**src/rtl/lsu_dmem_if.sv**
```systemverilog
// Memory-stage load/store unit: aligns the access, builds byte enables and lane-replicated
// store data, and runs the req/gnt/rvalid handshake with the data memory.
module lsu_dmem_if #(
  parameter int unsigned TIMEOUT = 64
) (
  input  logic        clk_i,
  input  logic        rst_n_i,
  input  logic        x_mem_req_i,
  input  logic        x_mem_we_i,
  input  logic [2:0]  x_funct3_i,
  input  logic [31:0] x_addr_i,
  input  logic [31:0] x_store_data_i,
  output logic        dm_req_o,
  output logic        dm_we_o,
  output logic [31:0] dm_addr_o,
  output logic [3:0]  dm_be_o,
  output logic [31:0] dm_wdata_o,
  input  logic        dm_gnt_i,
  input  logic        dm_rvalid_i,
  input  logic [31:0] dm_rdata_i,
  output logic [31:0] m_dm_dout_o,
  output logic        stall_o,
  output logic        misaligned_o,
  output logic        bus_err_o
);

  localparam int unsigned CW = $clog2(TIMEOUT) + 1;

  typedef enum logic [1:0] {IDLE, REQ, RESP} state_e;

  state_e        state_q, state_d;
  logic [CW-1:0] cnt_q, cnt_d;
  logic [31:0]   addr_q, addr_d;
  logic [3:0]    be_q, be_d;
  logic [31:0]   wdata_q, wdata_d;
  logic          we_q, we_d;
  logic [31:0]   dout_q, dout_d;
  logic          mis_q, mis_d;
  logic          berr_q, berr_d;

  logic          legal;
  logic [3:0]    be_n;
  logic [31:0]   wdata_n;
  logic          accept;
  logic          timeout;

  // Decode legality, byte enables and replicated store data from the X-stage op.
  always_comb begin
    legal   = 1'b1;
    be_n    = 4'b0000;
    wdata_n = x_store_data_i;
    case (x_funct3_i)
      3'b000, 3'b100: begin
        be_n    = 4'b0001 << x_addr_i[1:0];
        wdata_n = {4{x_store_data_i[7:0]}};
      end
      3'b001, 3'b101: begin
        be_n    = x_addr_i[1] ? 4'b1100 : 4'b0011;
        wdata_n = {2{x_store_data_i[15:0]}};
        legal   = ~x_addr_i[0];
      end
      3'b010: begin
        be_n  = 4'b1111;
        legal = (x_addr_i[1:0] == 2'b00);
      end
      default: legal = 1'b0;
    endcase
    if (x_mem_we_i && x_funct3_i[2]) legal = 1'b0;
  end

  assign accept  = (state_q == IDLE) & x_mem_req_i & legal;
  assign timeout = (cnt_q == CW'(TIMEOUT - 1));

  always_comb begin
    state_d = state_q;
    addr_d  = addr_q;
    be_d    = be_q;
    wdata_d = wdata_q;
    we_d    = we_q;
    dout_d  = dout_q;
    mis_d   = 1'b0;
    berr_d  = 1'b0;
    stall_o = 1'b0;
    case (state_q)
      IDLE: begin
        mis_d = x_mem_req_i & ~legal;
        if (accept) begin
          state_d = REQ;
          addr_d  = {x_addr_i[31:2], 2'b00};
          be_d    = be_n;
          wdata_d = wdata_n;
          we_d    = x_mem_we_i;
          stall_o = 1'b1;
        end
      end
      REQ: begin
        if (dm_gnt_i) begin
          state_d = we_q ? IDLE : RESP;
          stall_o = ~we_q;
        end else if (timeout) begin
          state_d = IDLE;
          berr_d  = 1'b1;
          if (!we_q) dout_d = '0;
        end else begin
          stall_o = 1'b1;
        end
      end
      RESP: begin
        if (dm_rvalid_i) begin
          state_d = IDLE;
          dout_d  = dm_rdata_i;
        end else if (timeout) begin
          state_d = IDLE;
          berr_d  = 1'b1;
          dout_d  = '0;
        end else begin
          stall_o = 1'b1;
        end
      end
      default: state_d = IDLE;
    endcase
    // Counter restarts on every state entry so REQ and RESP each get a full budget.
    if (state_d != state_q || state_q == IDLE) cnt_d = '0;
    else                                         cnt_d = cnt_q + CW'(1);
  end

  always_ff @(posedge clk_i or negedge rst_n_i) begin
    if (!rst_n_i) begin
      state_q <= IDLE;
      cnt_q   <= '0;
      addr_q  <= '0;
      be_q    <= '0;
      wdata_q <= '0;
      we_q    <= 1'b0;
      dout_q  <= '0;
      mis_q   <= 1'b0;
      berr_q  <= 1'b0;
    end else begin
      state_q <= state_d;
      cnt_q   <= cnt_d;
      addr_q  <= addr_d;
      be_q    <= be_d;
      wdata_q <= wdata_d;
      we_q    <= we_d;
      dout_q  <= dout_d;
      mis_q   <= mis_d;
      berr_q  <= berr_d;
    end
  end

  assign dm_req_o     = (state_q == REQ);
  assign dm_we_o      = we_q;
  assign dm_addr_o    = addr_q;
  assign dm_be_o      = be_q;
  assign dm_wdata_o   = wdata_q;
  assign m_dm_dout_o  = dout_q;
  assign misaligned_o = mis_q;
  assign bus_err_o    = berr_q;

endmodule

```
**config.mk**
```make
export PLATFORM = sky130hd
export DESIGN_NAME = lsu_dmem_if
export DESIGN_NICKNAME = d
export VERILOG_FILES = /design/src/rtl/lsu_dmem_if.sv
export SDC_FILE = /design/constraint.sdc
export NUM_CORES = 1
export LEC_CHECK = 0
export BUFFER_PORTS_ARGS = -buffer_cell sky130_fd_sc_hd__buf_2
export CORE_ASPECT_RATIO = 1.4
export CORE_UTILIZATION = 45
export CTS_CLUSTER_SIZE = 40
export DETAILED_ROUTE_END_ITERATION = 12
export PLACE_DENSITY_LB_ADDON = 0.05
export SYNTH_ARGS = -nofsm -noshare
export SYNTH_HDL_FRONTEND = slang
export SYNTH_SLANG_ARGS = --single-unit
```
**constraint.sdc**
```tcl
create_clock -name clk_i -period 3.9 [get_ports clk_i]
set_input_delay 0.195 -clock clk_i [delete_from_list [all_inputs] [get_ports clk_i]]
set_output_delay 0.195 -clock clk_i [all_outputs]
set_load 0.05 [all_outputs]
```
==> flow_metrics.tcl <==
set metrics [dict create \
    antennaDiodeCount 0 \
    antenna_found_initial 0 \
    wl_microns 12800 \
    syn2layout_area_growth_pct 26.1 \
    synth_ff_type "dfrtp_1" \
    p_int_uw 2960 \
    fin_skew_ps 6.72 \
    worstSetupPathType "reg2out" \
    drtIter0Drc 194 \
    critPathMaxFanout 46 \
    power_density_mw_per_mm2 913 \
    fp.dieH_microns 130 \
    dieArea_sq_mm 0.0122 \
    synth_cell_types 40 \
    fin_tns_setup_ps 0 \
    gp_congestion 0.804 \
    cts.path.max_buffers 2 \
    rows 46 \
    yosysSeqAreaShare 0.519 \
    leakage_uw 0.00344 \
    dpl.cell_count 809 \
    dr.pass1.iters 4 \
    rsz0062_at_grt "no" \
    ys_async_sr_fraction 1.00 \
    cts-root-buf "clkbuf_16" \
    vias 4329 \
    p_sw_uw 3140 \
    required_ps 3700 \
    peakVddDrop_v 0.000482 \
    setup_viol 0 \
    synth_edf_count 0 \
    grt_max_degree 65 \
    grt_pass1_wl_microns 20200 \
    reg2reg_slack_ps 1750 \
    synthCells 484 \
    synth_top_area_cell "dfrtp_1" \
    fin_cells 825 \
    min_from "dm_rdata_i[13]" \
    grt_pass1_vias 4174 \
    drv_cap 0 \
    crit-reg2reg-launch "state_q[1]" \
    hold_viol 0 \
    grt_usage 0.209 \
    fmax_ghz 0.382 \
    setup.worst_path.start_class "flip-flop" \
    synthesis.area_sq_mm 0.00531 \
    reg2reg_depth 6 \
    place_area_sq_mm 0.00640 \
    r2r_end "dm_addr_o[13]" \
    avgViaCountPerCell 5.25 \
    avgSynthCellArea_sq_um 11.0 \
    pwr-share-comb 0.550 \
    seq_power_share 0.305 \
    h-tree-depth 3 \
    drt-wirelength-per-cell_microns 15.6 \
    ios 210 \
    nNetsFinal 787 \
    power_uw 6110 \
    period_needed_ps 2620 \
    slew_violations 0 \
    design_area_sq_mm 0.00669 \
    clkPwrFrac 0.145 \
    min_path_cells 3 \
    drt.antenna.violating_nets 0 \
    initial_core_util 0.466 \
    swShare 0.515 \
    clock_latency_ps 350 \
    cts_made_buffers 9 \
    worst_pin_slew_ps 828 \
    drc 0 \
    yosysWarnings 0 \
    layout_worst_path_cycle_share 0.672 \
    ys_ff_latch 110 \
    die_x_microns 93.8 \
    holdPathEnd "m_dm_dout_o[13]" \
    layout-drive-gt1-share 0.410 \
    yosys-top-cells-area "dfrtp_1, mux2_4, o221ai_1" \
    synth_top_area_frac 0.519 \
    cts_tree "done" \
    cp.arrival_ps 2430 \
    port_buffers 207 \
    clkSinkCount 110 \
    grt_overflow_total 0 \
    dp_hpwl_microns 8990 \
    outcome "complete, no violations" \
    relSlewSlack 0.448 \
    design.core.area_sq_mm 0.0114 \
    path_clk_slew_ps 80 \
    worstHoldPathType "in2reg" \
    end_kind "output port" \
]
synthesized netlist by cell type, drive strengths merged, types with 5 or more instances:
cell / n
mux2: 39
dfrtp: 110
clkbuf: 16
nand2: 67
inv: 37
o221ai: 32
a21oi: 16
o21ai: 30
mux2i: 24
nor3: 7
nor2: 13
ha: 5
buf: 19
nand3: 38
area by class of cell:
class                           count  area [sq um]
Fill cell                        1039          4710
Sequential cell                   110          2750
Multi-Input combinational cell    303          2230
Timing Repair Buffer              216          1110
Clock buffer                       11           253
Tap cell                          144           180
Inverter                           37           139
Clock inverter                      4          30.0
stage by stage:
stage | hold slack [ps] | setup WS, ps | utilization
after floorplan | -101 | 1340 | -
after CTS | 62.3 | 1270 | 0.587
after global placement | -19.4 | 1760 | 0.561
after global routing | 64.0 | 1160 | 0.587
final | 70.9 | 1280 | 0.587
after detailed placement | -17.0 | 1650 | 0.561
layer usage:
layer  vias up  GRT usage  part of all wire
met1      2097      0.254              0.42
met2       147      0.361              0.51
met3        13     0.0486             0.061
met4         0     0.0724             0.016
met5         -          0                 0
li1       2072          -                 -
how the worst max path moves through the flow:
stage | cells after the start | end | slack, ps | from
6_report | 7 | stall_o | 1280 | state_q[1]
4_1_cts | 7 | stall_o | 1270 | state_q[1]
2_1_floorplan | 6 | stall_o | 1340 | state_q[1]
3_3_place_gp | 7 | stall_o | 1760 | state_q[1]
5_1_grt | 7 | stall_o | 1160 | state_q[1]
3_5_place_dp | 7 | stall_o | 1650 | state_q[1]
repair_timing:
action	in CTS	in global routing
hold endpoints to repair	46	0
gates resized for setup	0	0
buffers inserted	0	0
hold buffers	1	0
power by group through the flow:
stage / combinational (uW) / sequential (uW) / clock (uW)
2_1_floorplan: 1080 / 3390 / 0
3_3_place_gp: 3340 / 1860 / 0
3_5_place_dp: 3380 / 1870 / 0
4_1_cts: 3390 / 1860 / 916
5_1_grt: 3560 / 1920 / 953
6_report: 3360 / 1860 / 886
layout by cell type, fill, tap and decap left out, drive strengths merged, types with 2 or more instances in the layout:
cell / count
nor2: 13
a21oi: 16
nand2b: 2
and3: 2
inv: 39
mux2: 39
nand2: 67
clkbuf: 11
ha: 5
a31oi: 2
conb: 2
nor3b: 2
nor2b: 2
o221ai: 32
nor3: 7
dfrtp: 110
o21ai: 30
buf: 215
mux2i: 24
xor2: 4
nand3: 38
logic make-up (layout without fill, tap and decap cells):
family / after synthesis / in the layout / synth area share
simple gates: 138 / 138 / 0.120
compound gates: 90 / 90 / 0.123
mux: 63 / 63 / 0.156
xor+xnor: 5 / 5 / 0.00825
fa+ha+maj: 5 / 5 / 0.0118
buf+inv: 72 / 268 / 0.0623
flops: 110 / 110 / 0.519
other cells: 1 / 2 / 0.000707
state kept, by name, indices dropped and copies added, names as in the netlist:
signal / cells
dm_wdata_o: 32
m_dm_dout_o: 32
dm_addr_o: 30
cnt_q: 7
dm_be_o: 4
state_q: 2
bus_err_o: 1
dm_we_o: 1
misaligned_o: 1
critical path, cell delays in order, from the launching register on:
cell and delay, ps:
dfrtp_1 440, inv_1 180, ha_1 340, nand2_1 120
o21bai_4 190, buf_4 320, a31oi_1 200, buf_2 280
Power figures use the tool's default switching activity.
